===== src/rtl/serial_adder_if.sv =====
// Request/response bundle for the bit-serial adder: operands and start in,
// status pulses and the registered result out.
interface serial_adder_if #(
   parameter int WIDTH = 8
);
   logic             start;
   logic [WIDTH-1:0] a;
   logic [WIDTH-1:0] b;
   logic             cin;
   logic             busy;
   logic             done;
   logic [WIDTH-1:0] sum;
   logic             cout;

   modport master (
      output start, a, b, cin,
      input  busy, done, sum, cout
   );

   modport slave (
      input  start, a, b, cin,
      output busy, done, sum, cout
   );
endinterface


===== src/rtl/serial_adder.sv =====
// Bit-serial ripple adder: one full-adder bit per clock, LSB first, WIDTH
// cycles per addition, with the result published on a one-cycle done pulse.
module serial_adder #(
   parameter int WIDTH = 8
) (
   input  logic          clk,
   input  logic          rst,
   serial_adder_if.slave bus
);
   localparam int CW = $clog2(WIDTH) + 1;

   typedef enum logic [1:0] {IDLE, SHIFT, DONE} state_t;

   state_t           state;
   logic [WIDTH-1:0] a_reg;
   logic [WIDTH-1:0] b_reg;
   logic [WIDTH-1:0] res_reg;
   logic             carry;
   logic [CW-1:0]    count;
   logic             busy_q;
   logic             done_q;
   logic [WIDTH-1:0] sum_q;
   logic             cout_q;

   logic             bit_sum;
   logic             bit_carry;
   logic [WIDTH-1:0] res_next;

   always_comb begin
      bit_sum   = a_reg[0] ^ b_reg[0] ^ carry;
      bit_carry = (a_reg[0] & b_reg[0]) | (b_reg[0] & carry) | (a_reg[0] & carry);
      res_next  = {bit_sum, res_reg[WIDTH-1:1]};
   end

   // sum/cout are only rewritten on the final SHIFT edge, so the previous
   // result stays visible while the next addition is in flight.
   always_ff @(posedge clk) begin
      if (rst) begin
         state   <= IDLE;
         a_reg   <= '0;
         b_reg   <= '0;
         res_reg <= '0;
         carry   <= 1'b0;
         count   <= '0;
         busy_q  <= 1'b0;
         done_q  <= 1'b0;
         sum_q   <= '0;
         cout_q  <= 1'b0;
      end else begin
         case (state)
            IDLE: begin
               done_q <= 1'b0;
               if (bus.start) begin
                  a_reg  <= bus.a;
                  b_reg  <= bus.b;
                  carry  <= bus.cin;
                  count  <= '0;
                  busy_q <= 1'b1;
                  state  <= SHIFT;
               end
            end
            SHIFT: begin
               res_reg <= res_next;
               a_reg   <= a_reg >> 1;
               b_reg   <= b_reg >> 1;
               carry   <= bit_carry;
               count   <= count + 1'b1;
               if (count == CW'(WIDTH - 1)) begin
                  sum_q  <= res_next;
                  cout_q <= bit_carry;
                  busy_q <= 1'b0;
                  done_q <= 1'b1;
                  state  <= DONE;
               end
            end
            DONE: begin
               done_q <= 1'b0;
               state  <= IDLE;
            end
            default: begin
               busy_q <= 1'b0;
               done_q <= 1'b0;
               state  <= IDLE;
            end
         endcase
      end
   end

   assign bus.busy = busy_q;
   assign bus.done = done_q;
   assign bus.sum  = sum_q;
   assign bus.cout = cout_q;
endmodule


===== src/flat_wrapper.sv =====
// flat-port wrapper written by rule: the top's interface ports become plain ports
module serial_adder_flat 
#(
   parameter int WIDTH = 8
)
  (clk, rst, bus_start, bus_a, bus_b, bus_cin, bus_busy, bus_done, bus_sum, bus_cout);
  serial_adder_if #(.WIDTH(WIDTH)) bus_i ();
  input  logic clk;
  input  logic rst;
  input wire logic [$bits(bus_i.start)-1:0] bus_start;
  input wire logic [$bits(bus_i.a)-1:0] bus_a;
  input wire logic [$bits(bus_i.b)-1:0] bus_b;
  input wire logic [$bits(bus_i.cin)-1:0] bus_cin;
  output wire logic [$bits(bus_i.busy)-1:0] bus_busy;
  output wire logic [$bits(bus_i.done)-1:0] bus_done;
  output wire logic [$bits(bus_i.sum)-1:0] bus_sum;
  output wire logic [$bits(bus_i.cout)-1:0] bus_cout;
  assign bus_i.start = bus_start;
  assign bus_i.a = bus_a;
  assign bus_i.b = bus_b;
  assign bus_i.cin = bus_cin;
  assign bus_busy = bus_i.busy;
  assign bus_done = bus_i.done;
  assign bus_sum = bus_i.sum;
  assign bus_cout = bus_i.cout;
  serial_adder #(.WIDTH(WIDTH)) u_core (.clk(clk), .rst(rst), .bus(bus_i));
endmodule

===== config.mk =====
export PLATFORM = sky130hd
export DESIGN_NAME = serial_adder_flat
export DESIGN_NICKNAME = d
export VERILOG_FILES = /design/src/rtl/serial_adder_if.sv /design/src/rtl/serial_adder.sv /design/src/flat_wrapper.sv
export SDC_FILE = /design/constraint.sdc
export NUM_CORES = 1
export LEC_CHECK = 0
export ABC_AREA = 1
export ABC_CLOCK_PERIOD_IN_PS = 1600
export CAP_MARGIN = 20
export CORE_ASPECT_RATIO = 0.9
export CORE_UTILIZATION = 51
export CTS_CLUSTER_SIZE = 25
export DETAILED_ROUTE_END_ITERATION = 7
export PLACE_DENSITY_LB_ADDON = 0.15
export SETUP_SLACK_MARGIN = 0.4
export SYNTH_ARGS = -nofsm -noshare
export SYNTH_HDL_FRONTEND = slang
export SYNTH_SLANG_ARGS = --single-unit

===== constraint.sdc =====
create_clock -name clk -period 1.6 [get_ports clk]
set_input_delay 0.32 -clock clk [delete_from_list [all_inputs] [get_ports clk]]
set_output_delay 0.32 -clock clk [all_outputs]
set_load 0.05 [all_outputs]

# ---- After elaboration in Yosys (flattened, before gate mapping)
# Index checks and enable logic that the tools add are counted.
dict set report word_totals {
  reg_bits 42
  input_bits 20
  out_inout_bits 11
  wordCells 46
}
dict set report op_classes {
  addsub 1
  n_eq_ne 5
  n_mux 14
  bitwise_logic 9
  n_reduce_logical 7
}
# op n
set ops {}
lappend ops {{$pmux 8 s2} 2}
lappend ops {{$mux 8} 2}
lappend ops {{$pmux 4 s2} 1}
lappend ops {{$reduce_and 2->1} 3}
lappend ops {{$add 4x1->4 const B} 1}
lappend ops {{$eq 4x3->1 const B} 1}
lappend ops {{$mux 2} 2}
lappend ops {{$mux 4} 1}
lappend ops {{$pmux 2 s2} 1}
lappend ops {{$and 1x1->1} 3}
lappend ops {{$mux 1} 3}
lappend ops {{$pmux 1 s3} 1}
lappend ops {{$reduce_and 3->1} 1}
lappend ops {{$eq 2x1->1 const B} 1}
lappend ops {{$eq 2x2->1 const B} 1}
lappend ops {{$logic_not 2->1} 1}
lappend ops {{$ne 2x1->1 const B} 1}
lappend ops {{$ne 2x2->1 const B} 1}
lappend ops {{$not 1->1} 2}
lappend ops {{$or 1x1->1} 2}
lappend ops {{$pmux 1 s2} 1}
lappend ops {{$reduce_bool 2->1} 1}
lappend ops {{$reduce_or 2->1} 1}
lappend ops {{$xor 1x1->1} 2}

# ---- Longest topological paths before layout
# Gate-level depths: netlist (run 1).
dict set report depth {
  ltp_word 4
  depth_mapped 7
  ltp_nobuf 7
}

# ---- Worst setup path after synthesis (run 1)
# Ideal clock, no wire load.
dict set report synth_path {
  kind {reg2reg}
  startpoint {register u_core.count[0]}
  endpoint {register u_core.cout_q, in the netlist u_core.bus.cout}
  setup_ps 64
  arrival_time_ps 1165
  t_required_ps 1536
  path_slack_ps 370
  path_stages_with_launch 8
  path_buffers 0
  synth_period_minus_slack_ps 1230
  path_cell_list {dfxtp_1 > ha_1 > nand2_1 > nor2_2 > nand2_4 > inv_2 > nor2_1 > nor2_1}
}
dict set report synth_between {
  elab_chain_cells 2
}
# element line_no
set synth_lines {}
lappend synth_lines {{from (decl)} serial_adder.sv:19} ;# logic [CW-1:0] count;
lappend synth_lines {{from (signal assigned)} serial_adder.sv:67} ;# count <= count + 1'b1;
lappend synth_lines {{$eq 4x3->1} serial_adder.sv:68} ;# if (count == CW'(WIDTH - 1)) begin
lappend synth_lines {{$reduce_and 2->1 (no line)} -}
lappend synth_lines {{to (signal assigned)} serial_adder.sv:70} ;# cout_q <= bit_carry;
lappend synth_lines {{to (decl)} serial_adder.sv:23} ;# logic cout_q;
# No other way between the ends.
# A chain may end at the register's enable or synchronous reset.

# ---- Worst setup path in the final report (run 1)
dict set report layout_path {
  startpoint {register u_core.a_reg[0]}
  endpoint {register u_core.sum_q[7], in the netlist u_core.bus.sum[7]}
}
dict set report layout_between {
  elab_chain_cells 2
}
# element line_no
set layout_lines {}
lappend layout_lines {{from (decl)} serial_adder.sv:15} ;# logic [WIDTH-1:0] a_reg;
lappend layout_lines {{from (signal assigned)} serial_adder.sv:54} ;# a_reg <= bus.a;
lappend layout_lines {{from (signal assigned)} serial_adder.sv:64} ;# a_reg <= a_reg >> 1;
lappend layout_lines {{$xor 1x1->1 (2 in a row)} serial_adder.sv:30} ;# bit_sum = a_reg[0] ^ b_reg[0] ^ carry;
lappend layout_lines {{named net u_core.bit_sum} serial_adder.sv:25} ;# logic bit_sum;
lappend layout_lines {{to (signal assigned)} serial_adder.sv:69} ;# sum_q <= res_next;
lappend layout_lines {{to (decl)} serial_adder.sv:22} ;# logic [WIDTH-1:0] sum_q;
# The timed path passes the listed nets, and every way through them passes these cells.

==> results of run 1 <==
logic make-up after synthesis:
group,Yosys count,synth area share
and+or+nand+nor,149,0.373
buffers and inverters,36,0.0853
DFF,41,0.463
adders and majority gates,2,0.0183
AOI/OAI and AO/OA,21,0.0606
cell usage after synthesis:
library cell | instances | area share
clkbuf_1 | 2 | 0.0042
nor2_2 | 2 | 0.0071
ha_1 | 1 | 0.0071
buf_1 | 1 | 0.0021
buf_4 | 2 | 0.0085
nand2_1 | 58 | 0.12
dfxtp_1 | 41 | 0.46
a21oi_1 | 9 | 0.025
nor2_4 | 2 | 0.013
o21ai_0 | 8 | 0.023
nor2_1 | 34 | 0.072
inv_1 | 20 | 0.042
nand3b_1 | 3 | 0.013
o21ai_1 | 3 | 0.0085
buf_2 | 7 | 0.020
inv_2 | 4 | 0.0085
nand2_2 | 2 | 0.0071
fa_1 | 1 | 0.011
nand3_1 | 47 | 0.13
nand2_4 | 1 | 0.0063
o21a_1 | 1 | 0.0042
power breakdown:
group | internal, W | switching (W) | leakage (nW)
combinational | 0.000153 | 0.000166 | 0.729
sequential | 0.00107 | 0.0000330 | 0.338
clock | 0.000302 | 0.000355 | 0.0450
worst max-delay path by stage:
stage / end / slack [ps]
global route: u_core.bus.sum[7] / 370
finish: u_core.bus.sum[7] / 420
floorplan: u_core.bus.cout / 440
global placement: u_core.count[1] / 180
detailed placement: u_core.bus.busy / 160
CTS: u_core.bus.busy / 390
per-stage QoR:
step           power, W  utilization
4_1_cts         0.00207        0.723
2_1_floorplan   0.00130            -
5_1_grt         0.00218        0.741
3_3_place_gp    0.00140        0.672
6_report        0.00208        0.741
3_5_place_dp    0.00141        0.672
metal layers:
metal / vias up / track usage
met2: 47 / 0.375
met5: - / 0
met4: 0 / 0.0762
met1: 791 / 0.295
met3: 10 / 0.0650
li1: 873 / -
layout make-up:
cell class / count / area (µm²) / share of cell area
clock buffer: 6 / 72.6 / 0.0307
clock inverter: 2 / 10.0 / 0.00424
inverter: 24 / 90.1 / 0.0382
multi-input combinational: 172 / 835 / 0.353
sequential: 41 / 836 / 0.354
tap: 42 / 52.6 / 0.0223
timing repair buffer: 46 / 465 / 0.197
worst max-delay path: stages, from the launching register on:
cell and delay, ps:
dfxtp_2 330, fa_1 470, nand3b_1 170, nand2_1 70, nor2_1 40
what timing repair did:
item	4_1_cts	5_1_grt
buffers inserted	5	3
endpoints found under the hold margin	0	0
gates resized for setup	9	9
pin swaps	5	7
endpoints found under the setup margin	37	34
==> results.json, run 1 <==
{
  "status": "complete, no violations",
  "seq_area_frac_synth": 0.463,
  "dieArea_mm2": 0.00372,
  "worstPathArrival_ps": 1370,
  "viasPerCell": 5.17,
  "drv_cap": 0,
  "synth_warnings": 0,
  "grt_max_degree": 26,
  "clockRootBuffer": "clkbuf_8",
  "final_cell_mix": "nand2_1, nand3_1, dfxtp_1, nor2_1, buf_4",
  "worstRegToRegCells": 4,
  "setup_viol": 0,
  "drive_above_1_share": 0.186,
  "antenna_found_initial": 0,
  "path_class": "reg2reg",
  "met2_length_um": 1850,
  "critPathLaunchType": "register",
  "vias": 1721,
  "row_count": 19,
  "initialDrtViolationCount": 116,
  "grt_pass1_vias": 1502,
  "m1WireLength_um": 1860,
  "holdPathEnd": "u_core.a_reg[2]",
  "dp_slack_ps": 160,
  "setup_tns_ps": 0,
  "area_delta_synth_final_pct": 33.1,
  "min_path_cells": 2,
  "grt_pass1_wl_um": 6550,
  "io_pins": 31,
  "cts_buffers": 5,
  "dr.pass1.iters": 4,
  "leakagePower_nw": 1.11,
  "synth_fp_nets": 271,
  "ys_types": 21,
  "crit_fanout": 2,
  "avgSynthCellArea_um2": 7.13,
  "crit_required_ps": 1800,
  "insertion_delay_ps": 300,
  "globalplace.congestion": 0.784,
  "stdcell_count": 333,
  "dp_hpwl_um": 2520,
  "end_kind": "register",
  "core_area_mm2": 0.00319,
  "powerDensity_mw_per_mm2": 880,
  "post_drt_wl_per_cell_um": 11.9,
  "routed_wl_um": 3960,
  "postPlaceCellArea_mm2": 0.00214,
  "gr-total-overflow": 0,
  "clockBufferDepth": 2,
  "regToRegEndpoint": "u_core.bus.sum[7]",
  "dr_wl_met3_um": 182,
  "worstSetupStartpoint": "u_core.a_reg[0]",
  "clk_pin_slew_ps": 80,
  "die_y_um": 58.0,
  "cts_max_level": 2,
  "clock-sinks": 41,
  "ir_worst_vdd_mv": 0.760,
  "initial_core_util": 0.557,
  "fin_crit_ps": 1180,
  "fin_hold_ws_ps": 450,
  "ys_ff_latch": 41,
  "final_cell_area_mm2": 0.00236,
  "synth_cells": 249,
  "tightestPinTransition_ps": 211,
  "routed.top_layer": "met4",
  "max_freq_mhz": 849,
  "fin_crit_sh": 0.736,
  "grtUsageTotal": 0.230,
  "worst_r2r_startpoint": "u_core.a_reg[0]",
  "final_hold_viol_count": 0,
  "placedCellCount": 317,
  "cts_tree": "done",
  "rsz0062_at_grt": "true",
  "slew_violations": 0,
  "die_width_um": 64.2,
  "nets": 312,
  "relSlewSlack": 0.858,
  "antenna_cells": 0,
  "nFillCells": 265,
  "rrSetupSlack_ps": 420,
  "final_common_cell": "nand2_1",
  "port_buffers": 30,
  "cts_hold_buffers": 0,
  "setup_ws_ps": 422,
  "holdCritStartpoint": "u_core.a_reg[3]",
  "syn_area_mm2": 0.00177,
  "hp-class": "reg2reg",
  "drc_errors": 0,
  "fin_skew_ps": 6.54,
  "postRouteAntennaNets": 0
}
No activity file was read; power rests on OpenSTA's default activity.
==> run 2: changes to the inputs <==
ABC_CLOCK_PERIOD_IN_PS = 1100   (was 1600)
clock period = 1.1 ns   (was 1.6 ns; I/O delays follow)
==> results.json, run 2 <==
{
  "synth-main-ff-cell": "dfxtp_1",
  "cts_max_level": 2,
  "synth_edf_count": 0,
  "port_buffers": 30,
  "clockBufferDepth": 2,
  "error": "[ERROR DPL-0033] detailed placement checks failed during check placement.",
  "seq_area_frac_synth": 0.463,
  "synth_warnings": 0,
  "status": "aborted with a tool error",
  "yosysTopAreaCell": "dfxtp_1",
  "ys_types": 21,
  "synth_top_area_frac": 0.463,
  "failing_step": "global routing (5_1_grt)",
  "die_y_um": 58.0,
  "worst_endpoint_kind": "sequential cell input",
  "row_count": 19,
  "synth_area_leaders": "dfxtp_1, nand3_1, nand2_1",
  "cts_buffers": 5,
  "dp_hpwl_um": 2760,
  "initial_core_util": 0.557,
  "synth_fp_nets": 271,
  "antenna_found_initial": 0,
  "die_width_um": 64.2,
  "clock-sinks": 41,
  "io_pins": 31,
  "synth_cells": 249,
  "syn_area_mm2": 0.00177,
  "cts_hold_buffers": 0,
  "synth_commonest_cells": "nand2_1, nand3_1, dfxtp_1",
  "postGrtWorstEndpoint": "u_core.bus.sum[7]$_SDFFE_PP0P_/D",
  "clockRootBuffer": "clkbuf_8",
  "synthArstFlopShare": 0,
  "dp_slack_ps": -336,
  "yosysMostFrequentCell": "nand2_1",
  "grt_max_degree": 33,
  "avgSynthCellArea_um2": 7.13,
  "ys_ff_latch": 41,
  "globalplace.congestion": 0.785
}
==> run 2: logic make-up after synthesis <==
logic type / after synthesis / share of synthesized area
simple gates: 149 / 0.373
flops: 41 / 0.463
buf+inv: 36 / 0.0853
compound gates: 21 / 0.0606
fa+ha+maj: 2 / 0.0183
==> run 2: through the flow <==
| stage | utilization | hold slack (ps) | setup TNS, ps | instance area (µm²) | instances |
|---|---|---|---|---|---|
| CTS | 0.888 | 449 | -429 | 2830 | 347 |
| global placement | 0.765 | 436 | -9870 | 2440 | 323 |
| floorplan | - | 367 | -124 | 1910 | 249 |
| detailed placement | 0.765 | 435 | -10440 | 2440 | 323 |
==> run 2: repair_timing <==
action                                 4_1_cts
cloned                                       5
pin swaps                                   14
setup endpoints to repair                   52
resized for setup                           35
endpoints found under the hold margin        0
setup buffers                               11
==> run 3: changes to the inputs <==
CORE_ASPECT_RATIO = not set   (was 0.9)
CORE_UTILIZATION = 40   (was 51)
CTS_CLUSTER_SIZE = not set   (was 25)
SETUP_SLACK_MARGIN = not set   (was 0.4)
==> results.json, run 3 (synthesized netlist as in run 1, its figures left out) <==
{
  "clk_pin_slew_ps": 70,
  "worstPathArrival_ps": 1370,
  "final_common_cell": "nand2_1",
  "crit_cells": 4,
  "p_total_w": 0.00322,
  "hp-class": "in2reg",
  "vias": 1738,
  "end_kind": "register",
  "max_freq_mhz": 848,
  "viasPerCell": 4.97,
  "final_cell_mix": "nand2_1, dfxtp_1, nand3_1, nor2_1, inv_1",
  "postPlaceCellArea_mm2": 0.00239,
  "rsz0062_at_grt": "true",
  "grt_pass1_vias": 1506,
  "core_area_mm2": 0.00412,
  "post_drt_wl_per_cell_um": 12.9,
  "violations": "negative setup slack",
  "postRouteAntennaNets": 0,
  "clock-sinks": 41,
  "drv_cap": 0,
  "antenna_found_initial": 0,
  "routed_wl_um": 4500,
  "slew_violations": 0,
  "drive_above_1_share": 0.323,
  "crit_required_ps": 1290,
  "final_hold_viol_count": 0,
  "setup_viol": 24,
  "crit_family": "adder cells",
  "globalplace.congestion": 0.808,
  "min_path_cells": 4,
  "worst_r2r_startpoint": "u_core.a_reg[0]",
  "fin_skew_ps": 3.57,
  "drc_errors": 0,
  "critPathLaunchType": "register",
  "nFillCells": 324,
  "dp_hpwl_um": 2760,
  "clockRootBuffer": "clkbuf_8",
  "row_count": 23,
  "cts_tree": "done",
  "relSlewSlack": 0.794,
  "setup_ws_ps": -79.6,
  "area_delta_synth_final_pct": 58.7,
  "holdCritStartpoint": "bus_start",
  "path_class": "reg2reg",
  "die_width_um": 68.6,
  "clockBufferDepth": 2,
  "nets": 322,
  "io_pins": 31,
  "powerDensity_mw_per_mm2": 1140,
  "antenna_cells": 0,
  "fin_crit_sh": 1.07,
  "dr.pass1.iters": 4,
  "slowest_delay_ps": 480,
  "worstSetupStartpoint": "u_core.a_reg[0]",
  "crit_fanout": 2,
  "worstRegToRegCells": 4,
  "cts_max_level": 2,
  "crit_buf_inv": 0,
  "multi_input_area_mm2": 0.00103,
  "die_y_um": 68.6,
  "gr-total-overflow": 0,
  "fin_hold_ws_ps": 451,
  "status": "finished, violations left",
  "grt_max_degree": 33,
  "regArea_um2": 832,
  "port_buffers": 30,
  "crit_path_top_delay_cell": "fa_1",
  "grtUsageTotal": 0.197,
  "leakagePower_nw": 1.39,
  "crit_chain": "fa_1, nand3b_1, nand2_1, nor2_1",
  "fin_crit_ps": 1180,
  "cts_hold_buffers": 0,
  "tightestPinTransition_ps": 309,
  "insertion_delay_ps": 290,
  "initial_core_util": 0.431,
  "initialDrtViolationCount": 116,
  "ir_worst_vdd_mv": 0.726,
  "grt_pass1_wl_um": 6690,
  "final_cell_area_mm2": 0.00282,
  "dieArea_mm2": 0.00471,
  "cts_buffers": 5
}
==> run 3: timing repair <==
action / CTS / global route
buffers inserted: 1 / 2
pin swaps: 5 / 24
gates cloned: 0 / 3
endpoints found under the setup margin: 31 / 32
resized for setup: 10 / 55
==> run 3: final timing paths <==
path / end / slack [ps]
min reg2reg: u_core.a_reg[2] / 460
min: u_core.state[0] / 450
max: u_core.bus.sum[7] / -80
max reg2reg: u_core.bus.sum[7] / -80
==> run 3: per-stage QoR <==
step                instances  TNS (ps)  setup slack (ps)   util
floorplan                 249      -111             -27.6      -
global placement          337     -9730              -310  0.580
detailed placement        337    -10470              -356  0.580
CTS                       345      -359             -81.7  0.611
global route              350     -2550              -137  0.684
finish                    350      -764             -79.6  0.684
==> run 3: power breakdown <==
| part | switching, W | leakage, nW | internal [W] |
|---|---|---|---|
| sequential | 0.0000643 | 0.338 | 0.00156 |
| clock | 0.000500 | 0.0443 | 0.000498 |
| combinational | 0.000301 | 1.01 | 0.000303 |
==> run 3: worst register-to-register path, delay by kind of cell (launching register included) <==
kind	cells	cell delay, ps
DFF	1	330
and+or+nand+nor	3	270
adders and majority gates	1	480
==> run 3: metal layers <==
| layer | global-route usage | part of all wire |
|---|---|---|
| met1 | 0.236 | 0.42 |
| met2 | 0.328 | 0.52 |
| met3 | 0.0559 | 0.033 |
| met4 | 0.0833 | 0.022 |
| met5 | 0 | 0 |
==> run 3: area by class of cell <==
| cell class | count | share of cell area |
|---|---|---|
| clock buffer | 7 | 0.0307 |
| inverter | 24 | 0.0347 |
| tap | 50 | 0.0222 |
| timing repair buffer | 56 | 0.251 |
| multi-input combinational | 172 | 0.366 |
| sequential | 41 | 0.296 |
